File: config.mk
export PLATFORM = sky130hd
export DESIGN_NAME = psw_register_flat
export DESIGN_NICKNAME = d
export VERILOG_FILES = /design/src/rtl/psw_if.sv /design/src/rtl/psw_register.sv /design/src/flat_wrapper.sv
export SDC_FILE = /design/constraint.sdc
export NUM_CORES = 1
export LEC_CHECK = 0
export BUFFER_PORTS_ARGS = -buffer_cell sky130_fd_sc_hd__buf_4
export CORE_UTILIZATION = 35
export DETAILED_ROUTE_END_ITERATION = 8
export PLACE_DENSITY = 0.64
export SLEW_MARGIN = 20
export SYNTH_ARGS = -nofsm -noshare
export SYNTH_HDL_FRONTEND = slang
export SYNTH_SLANG_ARGS = --single-unit
File: constraint.sdc
create_clock -name clk -period 2.54 [get_ports clk]
set_input_delay 0.127 -clock clk [delete_from_list [all_inputs] [get_ports clk]]
set_output_delay 0.127 -clock clk [all_outputs]
set_load 0.01 [all_outputs]
File: src/rtl/psw_if.sv
// PSW register port bundle: flag-update/exception controls from the pipeline
// and PSW state returned to the execute stage.
interface psw_if #(
  parameter int DEPTH = 4
) ();
  localparam int DW = $clog2(DEPTH + 1);

  logic          upd_en;
  logic          stall;
  logic [15:0]   psw_in;
  logic [15:0]   psw_msk;
  logic          exc_entry;
  logic [2:0]    new_pri;
  logic          exc_ret;
  logic          wake;
  logic [15:0]   psw;
  logic [15:0]   psw_fwd;
  logic          slp;
  logic [DW-1:0] depth;
  logic          stack_err;

  modport master (
    output upd_en, stall, psw_in, psw_msk, exc_entry, new_pri, exc_ret, wake,
    input  psw, psw_fwd, slp, depth, stack_err
  );

  modport slave (
    input  upd_en, stall, psw_in, psw_msk, exc_entry, new_pri, exc_ret, wake,
    output psw, psw_fwd, slp, depth, stack_err
  );
endinterface

File: src/rtl/psw_register.sv
// Architectural PSW register with masked flag merge, wake handling and a
// LIFO shadow stack for single-cycle exception entry/return.
module psw_register #(
  parameter int          DEPTH     = 4,
  parameter logic [15:0] RESET_PSW = 16'h00E0
) (
  input  logic   clk,
  input  logic   rst_n,
  psw_if.slave   bus
);
  localparam int DW = $clog2(DEPTH + 1);
  localparam int AW = (DEPTH > 1) ? $clog2(DEPTH) : 1;

  localparam logic [15:0]   RSVD_MASK = 16'h1E00;
  localparam logic [15:0]   SLP_BIT   = 16'h0008;
  localparam logic [15:0]   FLT_BIT   = 16'h0100;
  localparam logic [DW-1:0] DEPTH_MAX = DW'(DEPTH);
  localparam logic [DW-1:0] DEPTH_ONE = DW'(1);
  localparam logic [DW-1:0] DEPTH_NIL = DW'(0);

  logic [15:0]   psw_r;
  logic [DW-1:0] depth_r;
  logic          stack_err_r;
  logic [15:0]   stack_r [DEPTH];

  logic          eff_upd_s;
  logic [15:0]   u_s;
  logic [15:0]   w_s;
  logic [15:0]   next_psw_s;
  logic [DW-1:0] next_depth_s;
  logic          next_err_s;
  logic          push_s;
  logic [AW-1:0] push_idx_s;
  logic [AW-1:0] pop_idx_s;

  function automatic logic [15:0] merge_psw(
    input logic [15:0] cur,
    input logic [15:0] din,
    input logic [15:0] msk
  );
    return ((cur & ~msk) | (din & msk)) & ~RSVD_MASK;
  endfunction

  // Handler PSW: new priority in CUR, interrupted priority saved in PRV.
  function automatic logic [15:0] entry_psw(
    input logic [2:0] pri,
    input logic [2:0] prv
  );
    return {prv, 5'b00000, pri, 5'b00000};
  endfunction

  assign push_idx_s = AW'(depth_r);
  assign pop_idx_s  = AW'(depth_r - DEPTH_ONE);

  // Retiring flag update followed by wake.
  always_comb begin
    eff_upd_s = bus.upd_en & ~bus.stall;
    u_s       = psw_r;
    w_s       = psw_r;
    if (eff_upd_s) begin
      u_s = merge_psw(psw_r, bus.psw_in, bus.psw_msk);
    end else begin
      u_s = psw_r;
    end
    if (bus.wake) begin
      w_s = u_s & ~SLP_BIT;
    end else begin
      w_s = u_s;
    end
  end

  // Next-state selection: entry beats return beats plain update.
  always_comb begin
    next_psw_s   = w_s;
    next_depth_s = depth_r;
    next_err_s   = 1'b0;
    push_s       = 1'b0;
    if (bus.exc_entry) begin
      if (depth_r < DEPTH_MAX) begin
        push_s       = 1'b1;
        next_psw_s   = entry_psw(bus.new_pri, w_s[7:5]);
        next_depth_s = depth_r + DEPTH_ONE;
      end else begin
        next_psw_s = w_s | FLT_BIT;
        next_err_s = 1'b1;
      end
    end else if (bus.exc_ret) begin
      if (depth_r != DEPTH_NIL) begin
        next_psw_s   = stack_r[pop_idx_s];
        next_depth_s = depth_r - DEPTH_ONE;
      end else begin
        next_psw_s = w_s | FLT_BIT;
        next_err_s = 1'b1;
      end
    end else begin
      next_psw_s = w_s;
    end
  end

  // Architectural state; reset overrides everything including entry.
  always_ff @(posedge clk) begin
    if (!rst_n) begin
      psw_r       <= RESET_PSW & ~RSVD_MASK;
      depth_r     <= DEPTH_NIL;
      stack_err_r <= 1'b0;
    end else begin
      psw_r       <= next_psw_s;
      depth_r     <= next_depth_s;
      stack_err_r <= next_err_s;
    end
  end

  // Shadow stack storage; contents are don't-care after reset.
  always_ff @(posedge clk) begin
    if (rst_n && push_s) begin
      stack_r[push_idx_s] <= w_s;
    end else begin
      stack_r[push_idx_s] <= stack_r[push_idx_s];
    end
  end

  assign bus.psw       = psw_r;
  assign bus.psw_fwd   = next_psw_s;
  assign bus.slp       = psw_r[3];
  assign bus.depth     = depth_r;
  assign bus.stack_err = stack_err_r;
endmodule
File: src/flat_wrapper.sv
// flat-port wrapper written by rule: the top's interface ports become plain ports
module psw_register_flat 
#(
  parameter int          DEPTH     = 4,
  parameter logic [15:0] RESET_PSW = 16'h00E0
)
  (clk, rst_n, bus_upd_en, bus_stall, bus_psw_in, bus_psw_msk, bus_exc_entry, bus_new_pri, bus_exc_ret, bus_wake, bus_psw, bus_psw_fwd, bus_slp, bus_depth, bus_stack_err);
  psw_if #(.DEPTH(DEPTH)) bus_i ();
  input  logic clk;
  input  logic rst_n;
  input wire logic [$bits(bus_i.upd_en)-1:0] bus_upd_en;
  input wire logic [$bits(bus_i.stall)-1:0] bus_stall;
  input wire logic [$bits(bus_i.psw_in)-1:0] bus_psw_in;
  input wire logic [$bits(bus_i.psw_msk)-1:0] bus_psw_msk;
  input wire logic [$bits(bus_i.exc_entry)-1:0] bus_exc_entry;
  input wire logic [$bits(bus_i.new_pri)-1:0] bus_new_pri;
  input wire logic [$bits(bus_i.exc_ret)-1:0] bus_exc_ret;
  input wire logic [$bits(bus_i.wake)-1:0] bus_wake;
  output wire logic [$bits(bus_i.psw)-1:0] bus_psw;
  output wire logic [$bits(bus_i.psw_fwd)-1:0] bus_psw_fwd;
  output wire logic [$bits(bus_i.slp)-1:0] bus_slp;
  output wire logic [$bits(bus_i.depth)-1:0] bus_depth;
  output wire logic [$bits(bus_i.stack_err)-1:0] bus_stack_err;
  assign bus_i.upd_en = bus_upd_en;
  assign bus_i.stall = bus_stall;
  assign bus_i.psw_in = bus_psw_in;
  assign bus_i.psw_msk = bus_psw_msk;
  assign bus_i.exc_entry = bus_exc_entry;
  assign bus_i.new_pri = bus_new_pri;
  assign bus_i.exc_ret = bus_exc_ret;
  assign bus_i.wake = bus_wake;
  assign bus_psw = bus_i.psw;
  assign bus_psw_fwd = bus_i.psw_fwd;
  assign bus_slp = bus_i.slp;
  assign bus_depth = bus_i.depth;
  assign bus_stack_err = bus_i.stack_err;
  psw_register #(.DEPTH(DEPTH), .RESET_PSW(RESET_PSW)) u_core (.clk(clk), .rst_n(rst_n), .bus(bus_i));
endmodule
# After elaboration in Yosys (flattened, before gate mapping)
# Memory sizes are Yosys's and may differ from the RTL's.
# Index checks and enable logic that the tools add are counted.
dict set report word_totals {
  register_bits 20
  ramBits 64
  in_bits 42
  output_inout_bits 37
  wordCells 42
  mem_count 1
}
dict set report op_classes {
  n_addsub 2
  magnitude_cmp 1
  eq_ne 2
  n_mux 20
  n_bitwise 7
  n_reduce_logical 6
}
# memory words word_bits rd rd_ports_with_merged_regs wr line
set memory_table {}
lappend memory_table {u_core.stack_r 4 16 1 0 1 psw_register.sv:24} ;# logic [15:0] stack_r [DEPTH];
# op count
set ops {}
lappend ops {{$mux W16} 6}
lappend ops {{$and A16 B16 Y16} 2}
lappend ops {{$not A16 Y16} 1}
lappend ops {{$or A16 B16 Y16} 1}
lappend ops {{$mux W3} 4}
lappend ops {{$mux W1} 9}
lappend ops {{$mux W4} 1}
lappend ops {{$reduce_bool A2 Y1} 2}
lappend ops {{$add A3 B1 Y3 const B} 1}
lappend ops {{$lt A3 B3 Y1 const B} 1}
lappend ops {{$reduce_and A3 Y1} 1}
lappend ops {{$reduce_bool A3 Y1} 1}
lappend ops {{$sub A3 B1 Y3 const B} 1}
lappend ops {{$ne A2 B1 Y1 const B} 1}
lappend ops {{$reduce_and A2 Y1} 1}
lappend ops {{$and A1 B1 Y1} 1}
lappend ops {{$logic_and A1 B1 Y1} 1}
lappend ops {{$ne A0 B0 Y1} 1}
lappend ops {{$not A1 Y1} 1}
lappend ops {{$or A1 B1 Y1} 1}

# Depth between registers and ports, before layout
dict set report depth {
  depth_word 8
  ltp_mapped 10
  ltp_nobuf 6
}

# Worst setup path before layout
# Ideal clock, no wire load.
dict set report synth_timing {
  path_type {register to register}
  startpoint {reg u_core.depth_r[0] (netlist: u_core.bus.depth[0])}
  endpoint {reg u_core.psw_r[13] (netlist: u_core.bus.psw[13])}
  setup_time_ps 115
  arrival_ps 2370
  required_time_ps 2425
  slack_ps 55
  stages_incl_launch_ff 10
  path_buffers 3
  synth_period_minus_slack_ps 2485
  path_cell_list {dfxtp_1 > buf_6 > buf_4 > inv_1 > ha_1 > clkbuf_1 > mux4_2 > and3_1 > a221o_1 > and2_1}
}
dict set report synth_between {
  elab_chain_len 5
  elab_cells_between_ends 8
  classes_between {add/sub: 1; order compare: 1; mux: 4; reduce/logical: 1; memory: 1}
}
# element line
set synth_rtl {}
lappend synth_rtl {{start: declaration} psw_register.sv:22} ;# logic [DW-1:0] depth_r;
lappend synth_rtl {{start signal: assignment} psw_register.sv:108} ;# depth_r <= next_depth_s;
lappend synth_rtl {{$sub A3 B1 Y3} -}
lappend synth_rtl {{$mem_v2 Z4 W16} -}
lappend synth_rtl {{$mux W16} psw_register.sv:88} ;# if (depth_r != DEPTH_NIL) begin
lappend synth_rtl {{$mux W16} psw_register.sv:87} ;# end else if (bus.exc_ret) begin
lappend synth_rtl {{$mux W16 (*)} psw_register.sv:78} ;# if (bus.exc_entry) begin
lappend synth_rtl {{named net bus_psw_fwd[13]} flat_wrapper.sv:20} ;# output wire logic [$bits(bus_i.psw_fwd)-1:0] bus_psw_fwd;
lappend synth_rtl {{end signal: assignment} psw_register.sv:103} ;# psw_r <= RESET_PSW & ~RSVD_MASK;
lappend synth_rtl {{end signal: assignment} psw_register.sv:107} ;# psw_r <= next_psw_s;
lappend synth_rtl {{end: declaration} psw_register.sv:21} ;# logic [15:0] psw_r;
# Mark *: on every way through the listed nets, which the timed path passes. The rest lies on a longest branch.
# A chain may end at the register's enable or synchronous reset.

# Worst setup path in the final report
dict set report layout_timing {
  startpoint {reg u_core.depth_r[0] (netlist: u_core.bus.depth[0])}
  endpoint {out bus_psw_fwd[14]}
}
dict set report layout_between {
  elab_chain_len 5
  elab_cells_between_ends 8
  classes_between {add/sub: 1; order compare: 1; mux: 4; reduce/logical: 1; memory: 1}
}
# element line
set layout_rtl {}
lappend layout_rtl {{$sub A3 B1 Y3} -}
lappend layout_rtl {{$mem_v2 Z4 W16} -}
lappend layout_rtl {{$mux W16} psw_register.sv:88}
lappend layout_rtl {{$mux W16} psw_register.sv:87}
lappend layout_rtl {{$mux W16 (*)} psw_register.sv:78}
lappend layout_rtl {{end: declaration} flat_wrapper.sv:20}
# Mark *: on every way between the ends. The rest lies on a longest branch, timed or not.

==> results list <==
- The worst setup path is launched from a register.
- The min-delay analysis places its worst path in the category in2reg.
* DRC violation total after the first TritonRoute iteration: 84
* Area of the die: 10600 um^2
* Psw: 0.902 mW
- The synthesized netlist devotes 0.492% of its cell area to XOR and XNOR gates.
- The clock passes through at most 2 buffers.
- Clock sink count: 84
- Non-Filler Cell Area, Final: 4440 um^2
* TritonCTS clock tree: yes
- Share of the synthesized area in the top cell type: 54.0%
- Critical path required time: between 2000 and 2500 ps
* Final WL: 7.63 mm
- The tool flagged a number of max-cap violations equal to 0.
* Number of enable flip-flop cells after synthesis: 64
* Synth area leader: edfxtp_1
* Postcts setup bufs: 0
- Horizontal die dimension: 103 um
- Final routed wire length divided by cell count: ~18 um
* Clock root buffer master: clkbuf_8
- Actual slew at the worst max-slew pin: 552 ps
- Global route total overflow: 0
- The synthesized netlist devotes 10.7% of its cell area to simple gates.
* Most common cell in the synthesized netlist: edfxtp_1
* Mapped Cells: 219
- Number of distinct library cells after synthesis: 33
* Area fraction in compound gates after synthesis: 5.45%
* Number of failing hold endpoints at the final stage: 0
* Worst Hold Slack: roughly 19 ps
* Core footprint: 9820 um^2
* Routability Congestion: about 0.74
- Sum of negative setup slack: 0 ps
* Adder-Cell Fraction of Synth Area: 1.76%
* Power density over the cells: 738 nW/um^2
- For the worst setup path, the data arrival time is 2200 ps.
- Length of the first detailed-routing pass in iterations: 4
- Summing all placed instances gives a cell area of 4260 um^2.
* Count of warnings emitted by yosys: 0
- For the final database, setup skew stands at 4.97 ps.
- Largest family of logic cells by synthesized area: multiplexers
- Fmax: 429 MHz
- After floorplanning, the core was divided into 36 placement rows.
* Sort of element at the end of the critical path: primary output
- Global routing used 15.4% of the available tracks.
- Synthesis inferred 84 register bits.
* Skew-Pair Late Insertion Delay: 340 ps
- The number of global-route vias before repair is about 2100.
* Via count: 2190
- 0 antenna diodes ended up in the layout.
* Multiplexer area fraction after synthesis: between 10% and 20%
* Category of cells accounting for the largest share of critical-path delay: multiplexers
- Placement-stage worst setup slack: 473 ps
- Leakage power total: 1.69 nW
- The largest single stage delay on the critical path is 540 ps.
- Cells with a size suffix above 1 make up slightly below 40% of the layout.
- Measured against its own limit, the worst slew margin works out to 63.2%.
- For this run, asynchronously set or reset flops after synthesis account for 0%.
- HPWL Detailed: ~5 mm
- Period utilization: 91.7%
- Of the total power, the clock network draws around 26%.
- Summing internal, switching and leakage power gives between 3 and 4 mW.
* Worst-path fanout max: 20
* Die boundary height: 103 um
- Setup repair after global routing left no endpoint under its margin.
- Type of the setup path with the least slack: reg2out
* Vias per std cell: 5.02
- Final Max Tran Viols: 0
* Final count of negative-setup-slack endpoints: 0
* Syn Nets: ~270
* Combinational group share of total power: 24.8%
- IO Port Bufs: 70
- Maximum level of the CTS H-tree: 3
- # DRC: 0
- Clock input transition at the sequential cells of the worst setup and hold paths: approximately 80 ps
- Register area share after synthesis: 65.3%
* Critical-path cell list: buf_4, mux4_2, and3_1, a221o_1, buf_4
- Once the floorplan was initialized, standard cells occupied 36.2% of the core.
- Seq pwr share: between 40% and 50%
* Maximum number of pins on one net before global-route repair: 25
- The count of nets left with antenna violations once routing finished came out at 0.
- Net Sw Frac: 27.5%
- Period minus WS final: 2330 ps
- Slowest-stage cell, CP: mux4_2
- The number of antenna violations at the first check in global routing came to 0.
* Clock buffers created by TritonCTS: 9
- Count of pins on the block boundary: 79
- By count the netlist is led by edfxtp_1 (64), dfxtp_1 (20), and2_1 (19).
- The first global-routing pass estimated 11.6 mm of wire.
- Commonest register cell after synthesis: edfxtp_1
* Most common cell on crit path: buf_4
- Internal power: 2.37 mW
- Relative to the synthesized area, the layout overhead comes to 24.8%.
* Result of the run: complete, no violations
- Cell types with the largest area share after synthesis: edfxtp_1 (54%), dfxtp_1 (11%), mux4_2 (7.0%)
* Combined area of all synthesized cells: 3560 um^2
* Final worst setup slack: 210 ps
- Counting both buffers and inverters, the worst setup path holds a total of 2.
* Nets: 345
- Worst vdd ir: 0.235 mV
- Average cell area after synthesis: 16.2 um^2
registers in the layout, indices dropped and copies added, names as in the netlist:
register	flops
u_core.bus.depth	3
u_core.bus.psw	16
u_core.bus.stack_err	1
u_core.stack_r	64
path summary, 6_finish.rpt:
check                                                         to                              from  slack, ps  cells after the start
worst min register to register  u_core.bus.depth[2]$_SDFFE_PN0P_  u_core.bus.depth[2]$_SDFFE_PN0P_        550                      2
worst max register to register     u_core.bus.psw[14]$_SDFF_PN0_  u_core.bus.depth[0]$_SDFFE_PN0P_        570                      5
worst max-delay path                             bus_psw_fwd[14]  u_core.bus.depth[0]$_SDFFE_PN0P_        210                      5
worst min-delay path                u_core.bus.psw[5]$_SDFF_PN1_                    bus_new_pri[0]         20                      3
through the flow:
step | cells | utilization [%]
after floorplan | 219 | -
after global placement | 420 | 43.4
after detailed placement | 420 | 43.4
after CTS | 436 | 45.2
after global routing | 436 | 45.2
final | 436 | 45.2
worst min-delay path, cell delays in order:
cell and delay [ps]:
buf_4 80, nand2_1 50, nand3_1 70
cell type report:
cell class	instances	area (um^2)
clock buffer	11	141
clock inverter	5	35.0
fill	911	5380
inverter	2	7.51
multi-input combinational	120	1160
sequential	84	2320
tap	133	166
timing repair buffer	81	608
metal layers:
| layer | up-vias | share of wire, % | track usage, % |
|---|---|---|---|
| li1 | 1011 | - | - |
| met5 | - | 0 | 0 |
| met1 | 1114 | 44 | 20.2 |
| met3 | 4 | 4.8 | 3.53 |
| met2 | 61 | 50 | 25.3 |
| met4 | 0 | 0.89 | 5.42 |
repair_timing:
item,CTS,global route
hold buffers,0,0
resized for setup,0,1
setup endpoints to repair,0,1
cells in the final DEF, fill, tap and decap left out:
| cell type | n |
|---|---|
| nor2b_1 | 4 |
| nand2_1 | 10 |
| clkbuf_1 | 1 |
| ha_2 | 1 |
| nand2b_1 | 2 |
| mux2_2 | 10 |
| nor4b_1 | 1 |
| edfxtp_1 | 64 |
| clkinv_1 | 1 |
| a2111oi_0 | 1 |
| nor2_1 | 2 |
| mux2i_1 | 1 |
| and4b_1 | 1 |
| buf_4 | 81 |
| xnor2_1 | 2 |
| nand3b_1 | 12 |
| and2_1 | 19 |
| a22oi_1 | 4 |
| clkbuf_8 | 10 |
| mux4_1 | 5 |
| o31ai_1 | 1 |
| a32oi_1 | 1 |
| inv_1 | 2 |
| nand3_1 | 4 |
| a22o_1 | 8 |
| a221o_1 | 3 |
| dfxtp_1 | 20 |
| mux4_2 | 11 |
| and3_1 | 7 |
| ha_1 | 4 |
| a21boi_0 | 2 |
| a21o_1 | 2 |
| nor3_1 | 1 |
| inv_6 | 1 |
| clkinvlp_4 | 3 |
| a21oi_2 | 1 |
cell families after synthesis:
family                     count (synthesis)
and+or+nand+nor                           63
buffers and inverters                     15
xor gates and xnor gates                   2
DFF                                       84
AOI/OAI and AO/OA                         23
muxes                                     27
adders and majority gates                  5
power by group through the flow:
stage	logic, mW	clock network (mW)	registers [mW]
CTS	0.825	0.873	1.62
global route	0.886	0.927	1.63
finish	0.812	0.849	1.62
global placement	0.814	0	1.64
floorplan	0.473	0	1.66
detailed placement	0.821	0	1.65
No activity file was read; power rests on OpenSTA's default activity.
